[config.mk]
export PLATFORM = sky130hd
export DESIGN_NAME = ssd_scan_driver
export DESIGN_NICKNAME = d
export VERILOG_FILES = /design/src/rtl/ssd_scan_driver_pkg.sv /design/src/rtl/ssd_hex_decode.sv /design/src/rtl/ssd_scan_driver.sv
export SDC_FILE = /design/constraint.sdc
export NUM_CORES = 1
export LEC_CHECK = 0
export ABC_CLOCK_PERIOD_IN_PS = 3300
export BUFFER_PORTS_ARGS = -buffer_cell sky130_fd_sc_hd__buf_2
export CAP_MARGIN = 20
export CORE_MARGIN = 4
export CORE_UTILIZATION = 57
export DETAILED_ROUTE_END_ITERATION = 12
export GPL_ROUTABILITY_DRIVEN = 0
export GPL_TIMING_DRIVEN = 1
export PLACE_DENSITY = 0.89
export SYNTH_ARGS = -nofsm -noshare
export SYNTH_HDL_FRONTEND = slang
export SYNTH_HIERARCHICAL = 1
export SYNTH_SLANG_ARGS = --single-unit
export TNS_END_PERCENT = 1
[constraint.sdc]
create_clock -name clk -period 3.3 [get_ports clk]
set_clock_uncertainty 0.1 [all_clocks]
set_input_delay 0.495 -clock clk [delete_from_list [all_inputs] [get_ports clk]]
set_output_delay 0.495 -clock clk [all_outputs]
set_load 0.05 [all_outputs]
[src/rtl/ssd_scan_driver_pkg.sv]
// Shared segment codes and limits for the 7-segment scan driver.
// Segment bit order is {g,f,e,d,c,b,a}, logical (1 = lit).
package ssd_scan_driver_pkg;

  localparam int SSD_MAX_DIGITS = 8;

  typedef logic [6:0] seg_t;

  localparam seg_t SEG_OFF = 7'h00;
  localparam seg_t SEG_0   = 7'h3F;
  localparam seg_t SEG_1   = 7'h06;
  localparam seg_t SEG_2   = 7'h5B;
  localparam seg_t SEG_3   = 7'h4F;
  localparam seg_t SEG_4   = 7'h66;
  localparam seg_t SEG_5   = 7'h6D;
  localparam seg_t SEG_6   = 7'h7D;
  localparam seg_t SEG_7   = 7'h07;
  localparam seg_t SEG_8   = 7'h7F;
  localparam seg_t SEG_9   = 7'h6F;
  localparam seg_t SEG_A   = 7'h77;
  localparam seg_t SEG_B   = 7'h7C;
  localparam seg_t SEG_C   = 7'h39;
  localparam seg_t SEG_D   = 7'h5E;
  localparam seg_t SEG_E   = 7'h79;
  localparam seg_t SEG_F   = 7'h71;

  function automatic seg_t hex_to_seg(input logic [3:0] nib);
    seg_t code;
    case (nib)
      4'h0:    code = SEG_0;
      4'h1:    code = SEG_1;
      4'h2:    code = SEG_2;
      4'h3:    code = SEG_3;
      4'h4:    code = SEG_4;
      4'h5:    code = SEG_5;
      4'h6:    code = SEG_6;
      4'h7:    code = SEG_7;
      4'h8:    code = SEG_8;
      4'h9:    code = SEG_9;
      4'hA:    code = SEG_A;
      4'hB:    code = SEG_B;
      4'hC:    code = SEG_C;
      4'hD:    code = SEG_D;
      4'hE:    code = SEG_E;
      default: code = SEG_F;
    endcase
    return code;
  endfunction

endpackage

[src/rtl/ssd_hex_decode.sv]
// Nibble to logical 7-segment code (1 = lit, {g,f,e,d,c,b,a}).
// Latency: combinational. Backpressure: none.
// No state; polarity is applied by the caller.
module ssd_hex_decode
  import ssd_scan_driver_pkg::*;
(
  input  logic [3:0] nib,
  output logic [6:0] seg
);

  assign seg = hex_to_seg(nib);

endmodule

[src/rtl/ssd_scan_driver.sv]
// Time-multiplexed N-digit 7-segment scan driver; optional SSD_LZ_BLANK_EN macro adds leading-zero suppression.
// Latency: seg/dp/an registered, one cycle after the digit index/prescaler state they reflect.
// Backpressure: none; en=0 freezes the scan and darkens all digits.
module ssd_scan_driver
  import ssd_scan_driver_pkg::*;
#(
  parameter int NUM_DIGITS     = 4,
  parameter int PRESCALE       = 50000,
  parameter int BLANK_CYCLES   = 2,
  parameter bit SEG_ACTIVE_LOW = 1'b1,
  parameter bit AN_ACTIVE_LOW  = 1'b1
) (
  input  logic                    clk,
  input  logic                    rst_n,
  input  logic                    en,
  input  logic [4*NUM_DIGITS-1:0] value,
  input  logic [NUM_DIGITS-1:0]   dp_in,
  input  logic [NUM_DIGITS-1:0]   blank_in,
  output logic [6:0]              seg,
  output logic                    dp,
  output logic [NUM_DIGITS-1:0]   an,
  output logic                    frame_tick
);

  localparam int IW = (NUM_DIGITS > 1) ? $clog2(NUM_DIGITS) : 1;
  localparam int PW = $clog2(PRESCALE);
  localparam logic [PW-1:0] PS_LAST  = PW'(PRESCALE - 1);
  localparam logic [PW-1:0] PS_BLANK = PW'(BLANK_CYCLES);
  localparam logic [IW-1:0] IDX_LAST = IW'(NUM_DIGITS - 1);
  localparam logic [6:0]    SEG_PIN_OFF = {7{SEG_ACTIVE_LOW}};
  localparam logic [NUM_DIGITS-1:0] AN_PIN_OFF = {NUM_DIGITS{AN_ACTIVE_LOW}};

  logic [PW-1:0]           pcnt;
  logic [IW-1:0]           idx;
  logic                    primed;
  logic [4*NUM_DIGITS-1:0] sh_val;
  logic [NUM_DIGITS-1:0]   sh_dp;
  logic [NUM_DIGITS-1:0]   sh_blank;
  logic [NUM_DIGITS-1:0]   sh_lz;
  logic [NUM_DIGITS-1:0]   lz_next;

  logic slot_end;
  logic frame_end;
  logic capture;

  assign slot_end  = en && (pcnt == PS_LAST);
  assign frame_end = slot_end && (idx == IDX_LAST);
  // Shadow loads once per frame so a digit never shows a half-updated word.
  assign capture   = frame_end || !primed;

`ifdef SSD_LZ_BLANK_EN
  logic upper_zero;
  always_comb begin
    lz_next    = '0;
    upper_zero = 1'b1;
    for (int i = NUM_DIGITS - 1; i > 0; i--) begin
      upper_zero = upper_zero && (value[4*i +: 4] == 4'h0);
      lz_next[i] = upper_zero;
    end
  end
`else
  assign lz_next = '0;
`endif

  always_ff @(posedge clk or negedge rst_n) begin
    if (!rst_n) begin
      pcnt     <= '0;
      idx      <= '0;
      primed   <= 1'b0;
      sh_val   <= '0;
      sh_dp    <= '0;
      sh_blank <= '0;
      sh_lz    <= '0;
    end else begin
      primed <= 1'b1;
      if (en) begin
        pcnt <= slot_end ? '0 : pcnt + 1'b1;
      end
      if (slot_end) begin
        idx <= (idx == IDX_LAST) ? '0 : idx + 1'b1;
      end
      if (capture) begin
        sh_val   <= value;
        sh_dp    <= dp_in;
        sh_blank <= blank_in;
        sh_lz    <= lz_next;
      end
    end
  end

  logic [3:0]            cur_nib;
  logic [6:0]            cur_code;
  logic                  dig_dark;
  logic [6:0]            seg_log;
  logic                  dp_log;
  logic [NUM_DIGITS-1:0] an_log;

  assign cur_nib = sh_val[4*idx +: 4];

  ssd_hex_decode u_dec (
    .nib (cur_nib),
    .seg (cur_code)
  );

  // Leading-zero dark digits keep their decimal point; forced blanks do not.
  assign dig_dark = sh_blank[idx] | sh_lz[idx];
  assign seg_log  = dig_dark ? SEG_OFF : cur_code;
  assign dp_log   = sh_dp[idx] & ~sh_blank[idx];
  assign an_log   = (en && (pcnt >= PS_BLANK)) ? (NUM_DIGITS'(1) << idx) : '0;

  always_ff @(posedge clk or negedge rst_n) begin
    if (!rst_n) begin
      seg        <= SEG_PIN_OFF;
      dp         <= SEG_ACTIVE_LOW;
      an         <= AN_PIN_OFF;
      frame_tick <= 1'b0;
    end else begin
      seg        <= seg_log ^ SEG_PIN_OFF;
      dp         <= dp_log ^ SEG_ACTIVE_LOW;
      an         <= an_log ^ AN_PIN_OFF;
      frame_tick <= frame_end;
    end
  end

endmodule

==> impl_results.html, run 1 <==
<table>
<tr><th>Metric</th><th>Value</th></tr>
<tr><th colspan="2">Floorplan</th></tr>
<tr><td>Chip width</td><td>78.3 um</td></tr>
<tr><td>Die Footprint</td><td>just over 0.006 mm^2</td></tr>
<tr><td>Io pins</td><td>40</td></tr>
<tr><td>Die Y</td><td>78.3 um</td></tr>
<tr><td>Area of the core region</td><td>roughly 0.0048 mm^2</td></tr>
<tr><td>FP Rows</td><td>25</td></tr>
<tr><td>Starting density of the core</td><td>0.593</td></tr>
<tr><th colspan="2">Timing</th></tr>
<tr><td>Worst-margin pin slew</td><td>slightly below 0.7 ns</td></tr>
<tr><td>Final clock period utilization by the worst path</td><td>0.859</td></tr>
<tr><td>Worst Slack Setup Final</td><td>about 0.46 ns</td></tr>
<tr><td>Final count of pins violating max slew</td><td>0</td></tr>
<tr><td>Upper clock frequency limit</td><td>between 300 and 400 MHz</td></tr>
<tr><td>Setup tns final</td><td>0 ns</td></tr>
<tr><td>RSZ-0062 raised after global routing</td><td>no</td></tr>
<tr><td>Final period demand of the worst path</td><td>2.84 ns</td></tr>
<tr><td>Number of endpoints with negative hold slack in the final report</td><td>0</td></tr>
<tr><td>Max-slew headroom</td><td>0.536</td></tr>
<tr><td>Final number of setup-violating endpoints</td><td>0</td></tr>
<tr><th colspan="2">Setup path</th></tr>
<tr><td>Reg2Reg Launch Point</td><td>pcnt[11]</td></tr>
<tr><td>CP Capture Type</td><td>register</td></tr>
<tr><td>Logic depth of the worst register-to-register path</td><td>5</td></tr>
<tr><td>Cell family contributing the most delay on the critical path</td><td>simple AND/OR/NAND/NOR gates</td></tr>
<tr><td>Crit path required time</td><td>3.41 ns</td></tr>
<tr><td>Terminus of the critical flop-to-flop path</td><td>sh_dp[3]</td></tr>
<tr><td>Critical-path maximum fanout</td><td>24</td></tr>
<tr><td>Data arrival, critical path</td><td>2.95 ns</td></tr>
<tr><td>Element type at the critical path start</td><td>register</td></tr>
<tr><td>Crit path from</td><td>pcnt[11]</td></tr>
<tr><td>Setup slack, reg-to-reg</td><td>between 0.4 and 0.5 ns</td></tr>
<tr><td>Highest cell delay on the worst timing path</td><td>0.68 ns</td></tr>
<tr><td>Slowest cell on the critical path</td><td>sky130_fd_sc_hd__or4_1</td></tr>
<tr><td>Crit Path Class</td><td>register to register</td></tr>
<tr><td>Bufs and invs on worst path</td><td>1</td></tr>
<tr><td>Most frequent cell on the critical path</td><td>sky130_fd_sc_hd__or4_1</td></tr>
<tr><td>Worst Setup EP</td><td>sh_dp[3]</td></tr>
<tr><td>Number of logic stages on the critical path including buffering</td><td>5</td></tr>
<tr><td>Ordered list of cells on the worst path</td><td>or4_1, or4_1, o21ai_4, buf_4, mux2_2</td></tr>
<tr><th colspan="2">Min path</th></tr>
<tr><td>HP Start</td><td>value[3]</td></tr>
<tr><td>Worst hold path type</td><td>input pin to register</td></tr>
<tr><td>Hold Path Cell Cnt</td><td>2</td></tr>
<tr><th colspan="2">Pwr</th></tr>
<tr><td>Worst VDD drop</td><td>0.279 mV</td></tr>
<tr><td>Pwr dens</td><td>508 mW/mm^2</td></tr>
<tr><td>Static power due to leakage</td><td>1.45 nW</td></tr>
<tr><th colspan="2">Clock tree</th></tr>
<tr><td>Clock root cell</td><td>sky130_fd_sc_hd__clkbuf_8</td></tr>
<tr><td>TritonCTS clock tree</td><td>yes</td></tr>
<tr><td>Number of levels in the clock H-tree</td><td>2</td></tr>
<tr><td>Clock buffer count from CTS</td><td>5</td></tr>
<tr><td>Clock input transition at the sequential cells of the worst setup and hold paths</td><td>0.10 ns</td></tr>
<tr><td>Post-cts resize count</td><td>0</td></tr>
<tr><td>Worst skew pair latency</td><td>0.32 ns</td></tr>
<tr><td>Sink Count</td><td>56</td></tr>
<tr><td>Deepest clock path buffer count</td><td>2</td></tr>
<tr><th colspan="2">Status</th></tr>
<tr><td>Outcome</td><td>finished, final reports clean</td></tr>
<tr><th colspan="2">Synth</th></tr>
<tr><td>Unique masters post-synth</td><td>between 40 and 50</td></tr>
<tr><td>Cell types occupying the most area after synthesis</td><td>sky130_fd_sc_hd__dfrtp_1 39%, sky130_fd_sc_hd__dfstp_2 11%, sky130_fd_sc_hd__mux2_4 11%</td></tr>
<tr><td>Yosys Warn Count</td><td>6</td></tr>
<tr><td>Most instantiated flip-flop cell in the synthesis netlist</td><td>sky130_fd_sc_hd__dfrtp_1</td></tr>
<tr><td>Area leader, netlist</td><td>sky130_fd_sc_hd__dfrtp_1</td></tr>
<tr><td>Flops &amp; latches, synth</td><td>56</td></tr>
<tr><td>Async set or reset register ratio after synthesis</td><td>1.00</td></tr>
<tr><td>Synth Area per Inst</td><td>12.7 um^2</td></tr>
<tr><td>Count of flip-flops with a built-in enable after synthesis</td><td>0</td></tr>
<tr><td>Post-synthesis cell area</td><td>0.00282 mm^2</td></tr>
<tr><td>Yosys top cell area share</td><td>0.390</td></tr>
<tr><td>Net Count, Synth</td><td>roughly 260</td></tr>
<tr><td>Instance count of the mapped netlist</td><td>222</td></tr>
<tr><td>Sequential area share after synthesis</td><td>0.502</td></tr>
<tr><th colspan="2">Route</th></tr>
<tr><td>Count of antenna-violating nets left after detailed routing</td><td>0</td></tr>
<tr><td>Remaining design rule violation count</td><td>0</td></tr>
<tr><td>First-iteration detailed-routing DRC count</td><td>86</td></tr>
<tr><td>Average wire length per cell after detail routing</td><td>15.5 um</td></tr>
<tr><td>Count of vias placed by the detailed router</td><td>about 1.8k</td></tr>
<tr><td>Total wire length</td><td>5.13 mm</td></tr>
<tr><td>Number of search-and-repair iterations in the first detailed-routing pass</td><td>4</td></tr>
<tr><td>Drt via density</td><td>5.47</td></tr>
<tr><th colspan="2">Cells and area</th></tr>
<tr><td>Fraction of final layout cells sized beyond drive strength 1</td><td>0.371</td></tr>
<tr><td>Net count reported at finish</td><td>just over 300</td></tr>
<tr><td>FF+latch area</td><td>0.00142 mm^2</td></tr>
<tr><td>Number of diodes</td><td>0</td></tr>
<tr><td>Number of filler instances in the final layout</td><td>365</td></tr>
<tr><td>Post-layout util</td><td>0.666</td></tr>
<tr><td>Area growth from synthesis to final layout</td><td>12.3%</td></tr>
<tr><td>Non-filler cells, final</td><td>~330</td></tr>
<tr><td>Area of the multi-input gates</td><td>0.00128 mm^2</td></tr>
<tr><th colspan="2">GRT</th></tr>
<tr><td>Global routing usage summed across all routing layers</td><td>0.181</td></tr>
<tr><td>Maximum number of pins on one net before global-route repair</td><td>40</td></tr>
<tr><td>Vias in the first global route</td><td>1779</td></tr>
<tr><td>Global-route wire length before repair</td><td>8.66 mm</td></tr>
<tr><td>Initial antenna violation count</td><td>0</td></tr>
<tr><td>Congestion Overflow GR</td><td>0</td></tr>
<tr><th colspan="2">Place</th></tr>
<tr><td>Port Buffers</td><td>39</td></tr>
<tr><td>Detailed-placement wirelength estimate</td><td>between 3 and 4 mm</td></tr>
<tr><td>Cell count after placement</td><td>322</td></tr>
<tr><td>Minimum setup slack after placement</td><td>0.478 ns</td></tr>
<tr><th colspan="2">Job</th></tr>
<tr><td>Max-cap violations</td><td>0</td></tr>
</table>
-- synth_stat cells, types with 2 or more instances --
master and n:
sky130_fd_sc_hd__dfrtp_1 44, sky130_fd_sc_hd__nand2_1 22, sky130_fd_sc_hd__mux2_4 21, sky130_fd_sc_hd__ha_1 13, sky130_fd_sc_hd__inv_1 13, sky130_fd_sc_hd__dfstp_2 12, sky130_fd_sc_hd__nor2_1 10, sky130_fd_sc_hd__xnor2_1 9
sky130_fd_sc_hd__mux2_2 8, sky130_fd_sc_hd__nor3_1 7, sky130_fd_sc_hd__nand4_1 6, sky130_fd_sc_hd__mux4_2 5, sky130_fd_sc_hd__a21oi_1 4, sky130_fd_sc_hd__clkbuf_1 4, sky130_fd_sc_hd__or4_1 4, sky130_fd_sc_hd__mux2i_1 3
sky130_fd_sc_hd__nand3_1 3, sky130_fd_sc_hd__o21ai_0 3, sky130_fd_sc_hd__or3_1 3, sky130_fd_sc_hd__xor2_1 3, sky130_fd_sc_hd__a31oi_1 2, sky130_fd_sc_hd__buf_12 2, sky130_fd_sc_hd__buf_2 2, sky130_fd_sc_hd__nor4_1 2
-- per-layer routing --
layer,up-vias,track usage,routed length (um)
met4,0,0.0612,85
met1,908,0.244,2220
met2,40,0.289,2570
li1,852,-,-
met5,-,0,0
met3,9,0.0413,249
-- through the flow --
step	area [um^2]	hold slack, ns	total power [mW]
3_3_place_gp	3050	0.330	1.15
2_1_floorplan	2820	0.0994	1.08
6_report	3170	0.294	1.61
5_1_grt	3170	0.288	1.68
3_5_place_dp	3050	0.335	1.17
4_1_cts	3170	0.293	1.62
-- cells by family after synthesis --
group / share of synthesized area
compound gates: 0.0395
xor+xnor: 0.0373
fa+ha+maj: 0.0577
buf+inv: 0.0444
flops: 0.502
mux: 0.204
other cells: 0.00133
simple gates: 0.114
-- power breakdown --
part           internal (mW)  leakage [nW]  switching (mW)
Combinational          0.147         0.743           0.177
Clock                  0.225        0.0541           0.224
Sequential             0.771         0.658          0.0643
Total                   1.14          1.45           0.465
-- cells in the final DEF (no fill, tap or decap), types with 2 or more instances in the layout --
cell type / count
sky130_fd_sc_hd__dfrtp_1: 44
sky130_fd_sc_hd__buf_2: 39
sky130_fd_sc_hd__nand2_1: 22
sky130_fd_sc_hd__mux2_4: 21
sky130_fd_sc_hd__inv_1: 13
sky130_fd_sc_hd__ha_1: 13
sky130_fd_sc_hd__dfstp_2: 12
sky130_fd_sc_hd__nor2_1: 10
sky130_fd_sc_hd__xnor2_1: 9
sky130_fd_sc_hd__mux2_2: 8
sky130_fd_sc_hd__nor3_1: 7
sky130_fd_sc_hd__nand4_1: 6
sky130_fd_sc_hd__mux4_2: 5
sky130_fd_sc_hd__clkbuf_8: 5
sky130_fd_sc_hd__or4_1: 4
sky130_fd_sc_hd__a21oi_1: 4
sky130_fd_sc_hd__mux2i_1: 3
sky130_fd_sc_hd__nand3_1: 3
sky130_fd_sc_hd__xor2_1: 3
sky130_fd_sc_hd__o21ai_0: 3
sky130_fd_sc_hd__or3_1: 3
sky130_fd_sc_hd__buf_4: 3
sky130_fd_sc_hd__nor4_1: 2
sky130_fd_sc_hd__a31oi_1: 2
-- worst min path at each step --
stage | endpoint | slack [ns]
2_1_floorplan | frame_tick | 0.1
3_3_place_gp | pcnt[13] | 0.33
3_5_place_dp | pcnt[13] | 0.34
4_1_cts | sh_val[3] | 0.29
5_1_grt | sh_val[5] | 0.29
6_report | sh_val[3] | 0.29
-- layout make-up --
| class | count | area share |
|---|---|---|
| sequential | 56 | 0.447 |
| clock inverter | 3 | 0.0134 |
| clock buffer | 5 | 0.0217 |
| timing repair buffer | 43 | 0.0719 |
| tap | 67 | 0.0265 |
| multi-input combinational | 144 | 0.404 |
| inverter | 13 | 0.0154 |
-- registers in the layout, summed over array words and instances (netlist names) --
| register | count |
|---|---|
| primed | 1 |
| sh_dp | 4 |
| idx | 2 |
| seg | 7 |
| pcnt | 16 |
| an | 4 |
| frame_tick | 1 |
| sh_val | 16 |
| dp | 1 |
| sh_blank | 4 |
-- timing repair --
action	CTS	global route
endpoints found under the hold margin	8	0
setup buffers	0	0
hold buffers	1	0
(Power assumes the default switching activity.)
==> run 2, diff against run 1 <==
CORE_UTILIZATION = 56   (was 57)
GPL_TIMING_DRIVEN = unset   (was 1)
PLACE_DENSITY = 0.88   (was 0.89)
SYNTH_HIERARCHICAL = unset   (was 1)
==> run 2 against run 1 <==
Flip-flop and latch count unchanged. Sequential power about the same. Power decreased by 7.8%. Register-to-register slack improved by 0.51 ns. Setup slack improved by 0.51 ns. Worst hold slack got worse by 0.29 ns. Cell count decreased by 2.1%. Maximum frequency increased by 22%. Utilization decreased by 2.1 points. Sequential share of layout area increased by 1.8 points. Wire length decreased by 4.5%. Critical endpoint is now seg[3].
==> impl_results.html, run 2 <==
<table>
<tr><th>Metric</th><th>Value</th></tr>
<tr><th colspan="2">Status</th></tr>
<tr><td>Outcome</td><td>finished, final reports clean</td></tr>
<tr><th colspan="2">Floorplan</th></tr>
<tr><td>Die Footprint</td><td>0.00607 mm^2 (-1.0%)</td></tr>
<tr><td>Io pins</td><td>40 (unchanged)</td></tr>
<tr><td>Area of the core region</td><td>0.00472 mm^2 (-0.66%)</td></tr>
<tr><td>Die Y</td><td>77.9 um (-0.52%)</td></tr>
<tr><td>Starting density of the core</td><td>0.580 (-0.0133)</td></tr>
<tr><td>FP Rows</td><td>25 (unchanged)</td></tr>
<tr><td>Chip width</td><td>77.9 um (-0.52%)</td></tr>
<tr><th colspan="2">Clock tree</th></tr>
<tr><td>Worst skew pair latency</td><td>0.31 ns (about the same)</td></tr>
<tr><td>Deepest clock path buffer count</td><td>2 (unchanged)</td></tr>
<tr><td>TritonCTS clock tree</td><td>yes</td></tr>
<tr><td>Post-CTS setup buffer count</td><td>0 (unchanged)</td></tr>
<tr><td>Number of levels in the clock H-tree</td><td>2 (unchanged)</td></tr>
<tr><td>Post-cts resize count</td><td>0 (unchanged)</td></tr>
<tr><td>Clock root cell</td><td>sky130_fd_sc_hd__clkbuf_8</td></tr>
<tr><td>Clock buffer count from CTS</td><td>5 (unchanged)</td></tr>
<tr><td>Clock input transition at the sequential cells of the worst setup and hold paths</td><td>0.09 ns (about the same)</td></tr>
<tr><td>Sink Count</td><td>56 (unchanged)</td></tr>
<tr><td>Hold buffer count at cts</td><td>0 (-1)</td></tr>
<tr><th colspan="2">Cells and area</th></tr>
<tr><td>FF+latch area</td><td>0.00142 mm^2 (unchanged)</td></tr>
<tr><td>Largest regs</td><td>pcnt x16, sh_val x16, seg x7</td></tr>
<tr><td>Commonest cells after routing, fill and taps aside</td><td>44 x sky130_fd_sc_hd__dfrtp_1, 39 x sky130_fd_sc_hd__buf_2, 20 x sky130_fd_sc_hd__mux2_1</td></tr>
<tr><td>Number of filler instances in the final layout</td><td>369 (+1.1%)</td></tr>
<tr><td>Fraction of final layout cells sized beyond drive strength 1</td><td>0.288 (-0.0833)</td></tr>
<tr><td>Area growth from synthesis to final layout</td><td>11.2%</td></tr>
<tr><td>Net count reported at finish</td><td>295 (-2.6%)</td></tr>
<tr><td>Non-filler cells, final</td><td>324 (-2.1%)</td></tr>
<tr><td>Design area</td><td>0.00305 mm^2 (-3.8%)</td></tr>
<tr><td>Post-layout util</td><td>0.645 (-0.0213)</td></tr>
<tr><td>Number of diodes</td><td>0 (unchanged)</td></tr>
<tr><td>Leading cell type in the layout, fill and taps excluded</td><td>sky130_fd_sc_hd__dfrtp_1</td></tr>
<tr><td>Area of the multi-input gates</td><td>0.00122 mm^2 (-4.7%)</td></tr>
<tr><th colspan="2">Setup path</th></tr>
<tr><td>Crit path required time</td><td>3.43 ns (+0.02 ns)</td></tr>
<tr><td>Element type at the critical path start</td><td>register</td></tr>
<tr><td>Critical-path maximum fanout</td><td>10 (-58%)</td></tr>
<tr><td>Data arrival, critical path</td><td>2.46 ns (-0.49 ns)</td></tr>
<tr><td>Slowest cell on the critical path</td><td>sky130_fd_sc_hd__mux4_1</td></tr>
<tr><td>Highest cell delay on the worst timing path</td><td>0.72 ns (+0.04 ns)</td></tr>
<tr><td>Ordered list of cells on the worst path</td><td>mux4_1, inv_1, ha_1, nor2_1, a211oi_1, o21ai_0</td></tr>
<tr><td>CP Capture Type</td><td>register</td></tr>
<tr><td>Crit Path Class</td><td>register to register</td></tr>
<tr><th colspan="2">Pwr</th></tr>
<tr><td>Pwr dens</td><td>487 mW/mm^2 (-4.1%)</td></tr>
<tr><td>Total power of the final layout</td><td>1.48 mW (-7.8%)</td></tr>
<tr><td>Clock network power share</td><td>0.237 (-0.042)</td></tr>
<tr><td>Static power due to leakage</td><td>1.36 nW (-6.6%)</td></tr>
<tr><td>Net switching power figure</td><td>0.451 mW (-3.0%)</td></tr>
<tr><td>Comb pwr share</td><td>0.200 (about the same)</td></tr>
<tr><td>Worst VDD drop</td><td>0.291 mV (+4.3%)</td></tr>
<tr><td>Sequential cell fraction of total power</td><td>0.563 (+0.043)</td></tr>
<tr><td>Internal power component</td><td>1.03 mW (-9.8%)</td></tr>
<tr><td>Fraction of power spent switching nets</td><td>0.304 (+0.0152)</td></tr>
<tr><th colspan="2">Place</th></tr>
<tr><td>Cell count after placement</td><td>316 (-1.9%)</td></tr>
<tr><td>Standard cell area after detailed placement</td><td>0.00296 mm^2 (-2.7%)</td></tr>
<tr><td>Port Buffers</td><td>39 (unchanged)</td></tr>
<tr><td>Detailed-placement wirelength estimate</td><td>3.65 mm (-3.2%)</td></tr>
<tr><td>Minimum setup slack after placement</td><td>0.965 ns (+0.488 ns)</td></tr>
<tr><th colspan="2">GRT</th></tr>
<tr><td>Met1 layer usage reported by global route</td><td>0.224 (-0.0204)</td></tr>
<tr><td>Global-route wire length before repair</td><td>8.25 mm (-4.7%)</td></tr>
<tr><td>Global routing usage summed across all routing layers</td><td>0.175 (-0.00544)</td></tr>
<tr><td>Fraction of met3 tracks used by global routing</td><td>0.0383 (-0.00300)</td></tr>
<tr><td>Maximum number of pins on one net before global-route repair</td><td>39 (-2.5%)</td></tr>
<tr><td>Vias in the first global route</td><td>1765 (-0.79%)</td></tr>
<tr><td>Gr busiest metal</td><td>met2</td></tr>
<tr><td>Initial antenna violation count</td><td>0 (unchanged)</td></tr>
<tr><td>Congestion Overflow GR</td><td>0 (unchanged)</td></tr>
<tr><td>Met2 Resource Use GR</td><td>0.290 (+0.000856)</td></tr>
<tr><th colspan="2">Timing</th></tr>
<tr><td>Number of endpoints with negative hold slack in the final report</td><td>0 (unchanged)</td></tr>
<tr><td>Setup tns final</td><td>0 ns (unchanged)</td></tr>
<tr><td>Final count of pins violating max slew</td><td>0 (unchanged)</td></tr>
<tr><td>Final clock period utilization by the worst path</td><td>0.705 (-0.154)</td></tr>
<tr><td>Upper clock frequency limit</td><td>430 MHz (+22%)</td></tr>
<tr><td>Worst Slack Setup Final</td><td>0.972 ns (+0.507 ns)</td></tr>
<tr><td>Worst hold margin</td><td>0.00186 ns (-0.292 ns)</td></tr>
<tr><td>Final number of setup-violating endpoints</td><td>0 (unchanged)</td></tr>
<tr><td>Worst-margin pin slew</td><td>0.869 ns (+0.177 ns)</td></tr>
<tr><td>Max-slew headroom</td><td>0.419 (-0.117)</td></tr>
<tr><td>RSZ-0062 raised after global routing</td><td>no</td></tr>
<tr><td>Final period demand of the worst path</td><td>2.33 ns (-0.507 ns)</td></tr>
<tr><th colspan="2">Route</th></tr>
<tr><td>Remaining design rule violation count</td><td>0 (unchanged)</td></tr>
<tr><td>Count of vias placed by the detailed router</td><td>1786 (-1.3%)</td></tr>
<tr><td>Total wire length</td><td>4.90 mm (-4.5%)</td></tr>
<tr><td>Number of search-and-repair iterations in the first detailed-routing pass</td><td>4 (unchanged)</td></tr>
<tr><td>First-iteration detailed-routing DRC count</td><td>129 (+50%)</td></tr>
<tr><td>Count of antenna-violating nets left after detailed routing</td><td>0 (unchanged)</td></tr>
<tr><td>Average wire length per cell after detail routing</td><td>15.1 um (-2.4%)</td></tr>
<tr><td>Drt via density</td><td>5.51 (+0.86%)</td></tr>
<tr><th colspan="2">Synth</th></tr>
<tr><td>Most repeated cell in the gate-level netlist after synthesis</td><td>sky130_fd_sc_hd__dfrtp_1</td></tr>
<tr><td>Net Count, Synth</td><td>256 (-2.3%)</td></tr>
<tr><td>Instance count of the mapped netlist</td><td>217 (-2.3%)</td></tr>
<tr><td>Synth Area per Inst</td><td>12.6 um^2 (-0.65%)</td></tr>
<tr><td>Area leader, netlist</td><td>sky130_fd_sc_hd__dfrtp_1</td></tr>
<tr><td>Cell types occupying the most area after synthesis</td><td>sky130_fd_sc_hd__dfrtp_1 40%, sky130_fd_sc_hd__dfstp_2 12%, sky130_fd_sc_hd__mux2_1 8.2%</td></tr>
<tr><td>Flops &amp; latches, synth</td><td>56 (unchanged)</td></tr>
<tr><td>Most instantiated flip-flop cell in the synthesis netlist</td><td>sky130_fd_sc_hd__dfrtp_1</td></tr>
<tr><td>Most frequent cells after synthesis</td><td>44 x sky130_fd_sc_hd__dfrtp_1, 20 x sky130_fd_sc_hd__mux2_1, 15 x sky130_fd_sc_hd__nand2_1, 12 x sky130_fd_sc_hd__dfstp_2, 12 x sky130_fd_sc_hd__ha_1</td></tr>
<tr><td>Post-synthesis cell area</td><td>0.00274 mm^2 (-2.9%)</td></tr>
<tr><td>Count of flip-flops with a built-in enable after synthesis</td><td>0 (unchanged)</td></tr>
<tr><td>Unique masters post-synth</td><td>42 (+2.4%)</td></tr>
<tr><td>Sequential area share after synthesis</td><td>0.517 (+0.0149)</td></tr>
<tr><td>Async set or reset register ratio after synthesis</td><td>1.00 (unchanged)</td></tr>
<tr><td>Yosys Warn Count</td><td>0 (-6)</td></tr>
<tr><td>Yosys top cell area share</td><td>0.402 (+0.0116)</td></tr>
<tr><th colspan="2">Min path</th></tr>
<tr><td>Worst hold path type</td><td>input pin to asynchronous set/reset pin</td></tr>
<tr><th colspan="2">Job</th></tr>
<tr><td>Max-cap violations</td><td>0 (unchanged)</td></tr>
</table>
==> run 2: cell types whose count changed after synthesis, sizes merged, moves of 3 or more <==
cell    before  now
and3         0    3
and4         1    4
nand2       22   15
nand3        3    6
nor3         7    2
o221ai       0    4
or3          3    0
or4          4    0
==> run 2: worst paths after layout <==
check	startpoint	endpoint	slack (ns)	cells after the start
hold / removal	rst_n	pcnt[10]	0.002	1
setup / recovery	idx[0]	seg[3]	0.97	6
setup reg to reg	idx[0]	seg[3]	0.97	6
min in group clk	value[5]	sh_val[5]	0.30	2
max in group asynchronous	rst_n	dp	2.29	2
hold reg to reg	sh_dp[0]	sh_dp[0]	0.40	1
==> run 2: final cells by class <==
cell class | count | area share
clock inverters | 3 | 0.00452
clock buffers | 5 | 0.0226
repair buffers | 40 | 0.0666
well taps | 67 | 0.0275
multi-input cells | 142 | 0.400
flip-flops and latches | 56 | 0.465
inverters | 11 | 0.0136
==> run 2: logic make-up (layout without fill, tap and decap cells) <==
kind of cell             Yosys count  in the layout  share of synthesized area
buffers and inverters             19             59                     0.0379
other                              1              1                    0.00137
XOR/XNOR                          11             11                     0.0352
AND/OR/NAND/NOR                   61             61                      0.122
flip-flops                        56             56                      0.517
multiplexers                      37             37                      0.175
adder cells (fa/ha/maj)           12             12                     0.0548
AO/OA/AOI/OAI                     20             20                     0.0571
==> run 2: critical path, delay by kind of cell (launching register included) <==
family	cells	cell delay, ns
muxes	1	0.72
DFF	1	0.61
adders and majority gates	1	0.28
AOI/OAI and AO/OA	2	0.22
buffers and inverters	1	0.19
and+or+nand+nor	1	0.13
==> run 2: power groups by stage <==
| stage | logic, mW | registers (mW) | clock network [mW] |
|---|---|---|---|
| after global routing | 0.330 | 0.848 | 0.384 |
| after global placement | 0.286 | 0.841 | 0 |
| after floorplan | 0.170 | 0.888 | 0 |
| final | 0.296 | 0.835 | 0.351 |
| after detailed placement | 0.298 | 0.847 | 0 |
| after CTS | 0.299 | 0.834 | 0.364 |
==> run 2: layer usage <==
layer	vias to the layer above	wire [um]
met2	65	2440
li1	847	-
met1	862	2130
met5	-	0
met3	12	239
met4	0	87
==> run 3, diff against run 2 <==
ABC_CLOCK_PERIOD_IN_PS = 2200   (was 3300)
clock period = 2.2 ns   (was 3.3 ns; I/O delays follow)
==> run 3 against run 2 <==
Global-route usage is 0.38 points higher. Power is 55% higher. Die area stayed put. Maximum frequency is 12% higher. Via count is 2.2% higher. Critical path depth stayed put.
==> impl_results.html, run 3 (synthesis results as in run 2) <==
<table>
<tr><th>Metric</th><th>Value</th></tr>
<tr><th colspan="2">Timing</th></tr>
<tr><td>Number of endpoints with negative hold slack in the final report</td><td>0 (unchanged)</td></tr>
<tr><td>Final number of setup-violating endpoints</td><td>0 (unchanged)</td></tr>
<tr><td>Final clock period utilization by the worst path</td><td>0.942 (+0.236)</td></tr>
<tr><td>Upper clock frequency limit</td><td>483 MHz (+12%)</td></tr>
<tr><td>Worst-margin pin slew</td><td>0.645 ns (-0.223 ns)</td></tr>
<tr><td>Setup tns final</td><td>0 ns (unchanged)</td></tr>
<tr><td>Worst hold margin</td><td>0.115 ns (+0.113 ns)</td></tr>
<tr><td>Max-slew headroom</td><td>0.570 (+0.151)</td></tr>
<tr><td>Final period demand of the worst path</td><td>2.07 ns (-0.256 ns)</td></tr>
<tr><td>RSZ-0062 raised after global routing</td><td>no</td></tr>
<tr><td>Final count of pins violating max slew</td><td>0 (unchanged)</td></tr>
<tr><th colspan="2">Setup path</th></tr>
<tr><td>Ordered list of cells on the worst path</td><td>mux4_1, inv_1, ha_1, nor2_1, a211oi_1, o21ai_0</td></tr>
<tr><td>Slowest cell on the critical path</td><td>sky130_fd_sc_hd__mux4_1</td></tr>
<tr><td>Setup slack, reg-to-reg</td><td>0.13 ns (-0.84 ns)</td></tr>
<tr><td>Bufs and invs on worst path</td><td>1 (unchanged)</td></tr>
<tr><td>Data arrival, critical path</td><td>2.22 ns (-0.24 ns)</td></tr>
<tr><td>Crit Path Class</td><td>register to register</td></tr>
<tr><td>CP Capture Type</td><td>register</td></tr>
<tr><td>Crit path required time</td><td>2.35 ns (-1.08 ns)</td></tr>
<tr><td>Cell family contributing the most delay on the critical path</td><td>multiplexers</td></tr>
<tr><td>Critical-path maximum fanout</td><td>5 (-5)</td></tr>
<tr><td>Highest cell delay on the worst timing path</td><td>0.66 ns (-0.06 ns)</td></tr>
<tr><td>Element type at the critical path start</td><td>register</td></tr>
<tr><th colspan="2">GRT</th></tr>
<tr><td>Congestion Overflow GR</td><td>0 (unchanged)</td></tr>
<tr><td>Global routing usage summed across all routing layers</td><td>0.179 (+0.00384)</td></tr>
<tr><td>Maximum number of pins on one net before global-route repair</td><td>30 (-23%)</td></tr>
<tr><td>Global-route wire length before repair</td><td>8.52 mm (+3.3%)</td></tr>
<tr><td>Vias in the first global route</td><td>1812 (+2.7%)</td></tr>
<tr><td>Initial antenna violation count</td><td>0 (unchanged)</td></tr>
<tr><th colspan="2">Cells and area</th></tr>
<tr><td>Largest regs</td><td>pcnt x16, sh_val x16, seg x7</td></tr>
<tr><td>Number of diodes</td><td>0 (unchanged)</td></tr>
<tr><td>Leading cell type in the layout, fill and taps excluded</td><td>sky130_fd_sc_hd__dfrtp_1</td></tr>
<tr><td>Non-filler cells, final</td><td>329 (+1.5%)</td></tr>
<tr><td>Net count reported at finish</td><td>300 (+1.7%)</td></tr>
<tr><td>Number of filler instances in the final layout</td><td>345 (-6.5%)</td></tr>
<tr><td>Commonest cells after routing, fill and taps aside</td><td>43 x sky130_fd_sc_hd__dfrtp_1, 39 x sky130_fd_sc_hd__buf_2, 20 x sky130_fd_sc_hd__mux2_1</td></tr>
<tr><td>Area growth from synthesis to final layout</td><td>14.0%</td></tr>
<tr><td>Fraction of final layout cells sized beyond drive strength 1</td><td>0.305 (+0.0174)</td></tr>
<tr><th colspan="2">Floorplan</th></tr>
<tr><td>Die Y</td><td>77.9 um (unchanged)</td></tr>
<tr><td>Die Footprint</td><td>0.00607 mm^2 (unchanged)</td></tr>
<tr><td>Io pins</td><td>40 (unchanged)</td></tr>
<tr><td>Chip width</td><td>77.9 um (unchanged)</td></tr>
<tr><td>FP Rows</td><td>25 (unchanged)</td></tr>
<tr><td>Starting density of the core</td><td>0.580 (unchanged)</td></tr>
<tr><td>Area of the core region</td><td>0.00472 mm^2 (unchanged)</td></tr>
<tr><th colspan="2">Clock tree</th></tr>
<tr><td>Number of levels in the clock H-tree</td><td>2 (unchanged)</td></tr>
<tr><td>Sink Count</td><td>56 (unchanged)</td></tr>
<tr><td>Deepest clock path buffer count</td><td>2 (unchanged)</td></tr>
<tr><td>Clock input transition at the sequential cells of the worst setup and hold paths</td><td>0.11 ns (+0.02 ns)</td></tr>
<tr><td>TritonCTS clock tree</td><td>yes</td></tr>
<tr><td>Clock buffer count from CTS</td><td>5 (unchanged)</td></tr>
<tr><td>Worst skew pair latency</td><td>0.31 ns (about the same)</td></tr>
<tr><td>Clock root cell</td><td>sky130_fd_sc_hd__clkbuf_8</td></tr>
<tr><th colspan="2">Route</th></tr>
<tr><td>Number of search-and-repair iterations in the first detailed-routing pass</td><td>4 (unchanged)</td></tr>
<tr><td>Total wire length</td><td>5.13 mm (+4.8%)</td></tr>
<tr><td>Remaining design rule violation count</td><td>0 (unchanged)</td></tr>
<tr><td>Count of antenna-violating nets left after detailed routing</td><td>0 (unchanged)</td></tr>
<tr><td>Drt via density</td><td>5.55 (+0.69%)</td></tr>
<tr><td>Count of vias placed by the detailed router</td><td>1826 (+2.2%)</td></tr>
<tr><td>First-iteration detailed-routing DRC count</td><td>122 (-5.4%)</td></tr>
<tr><td>Average wire length per cell after detail routing</td><td>15.6 um (+3.2%)</td></tr>
<tr><th colspan="2">Min path</th></tr>
<tr><td>Worst hold path type</td><td>input pin to register</td></tr>
<tr><th colspan="2">Place</th></tr>
<tr><td>Port Buffers</td><td>39 (unchanged)</td></tr>
<tr><td>Cell count after placement</td><td>320 (+1.3%)</td></tr>
<tr><td>Detailed-placement wirelength estimate</td><td>3.63 mm (-0.53%)</td></tr>
<tr><th colspan="2">Pwr</th></tr>
<tr><td>Static power due to leakage</td><td>1.39 nW (+2.0%)</td></tr>
<tr><td>Pwr dens</td><td>735 mW/mm^2 (+51%)</td></tr>
<tr><td>Worst VDD drop</td><td>0.549 mV (+89%)</td></tr>
<tr><th colspan="2">Job</th></tr>
<tr><td>Max-cap violations</td><td>0 (unchanged)</td></tr>
<tr><th colspan="2">Status</th></tr>
<tr><td>Outcome</td><td>finished, final reports clean</td></tr>
</table>
-- run 3: report_power, final --
group | total [mW] | leakage, nW | switching (mW) | internal (mW)
clock network | 0.576 | 0.0404 | 0.350 | 0.226
registers | 1.26 | 0.668 | 0.104 | 1.15
logic | 0.461 | 0.677 | 0.277 | 0.184
total | 2.30 | 1.39 | 0.730 | 1.57
-- run 3: worst paths after layout --
kind / cells after the start / from / to
max: 6 / idx[0] / seg[3]
min: 2 / dp_in[2] / sh_dp[2]
max reg2reg: 6 / idx[0] / seg[3]
min reg2reg: 1 / sh_dp[2] / sh_dp[2]
max in group asynchronous: 3 / rst_n / dp
min in group asynchronous: 2 / rst_n / pcnt[8]
-- run 3: stage by stage --
| stage | power [mW] | setup WS [ns] | instance area [um^2] | utilization |
|---|---|---|---|---|
| 6_report | 2.30 | 0.128 | 3120 | 0.661 |
| 5_1_grt | 2.41 | 0.0108 | 3120 | 0.661 |
| 4_1_cts | 2.30 | 0.0732 | 3120 | 0.661 |
| 3_5_place_dp | 1.73 | 0.105 | 3020 | 0.639 |
| 3_3_place_gp | 1.70 | 0.156 | 3020 | 0.639 |
| 2_1_floorplan | 1.59 | 0.188 | 2740 | - |
-- run 3: layout make-up --
class	count	area [um^2]	share of cell area
timing repair buffer	45	268	0.0858
tap	67	83.8	0.0269
sequential	56	1420	0.454
clock inverter	3	23.8	0.00762
clock buffer	5	68.8	0.0220
inverter	11	41.3	0.0132
multi-input combinational	142	1220	0.390
-- run 3: metal layers --
layer / vias to the layer above / share of wire / track usage
li1: 859 / - / -
met1: 891 / 0.45 / 0.238
met2: 59 / 0.48 / 0.283
met3: 17 / 0.053 / 0.0348
met4: 0 / 0.025 / 0.0874
met5: - / 0 / 0
-- run 3: repair_timing --
action / in CTS / in global routing
hold buffers: 1 / 0
setup buffers: 0 / 0
resized for setup: 0 / 1
endpoints found under the hold margin: 17 / 0
endpoints found under the setup margin: 0 / 2
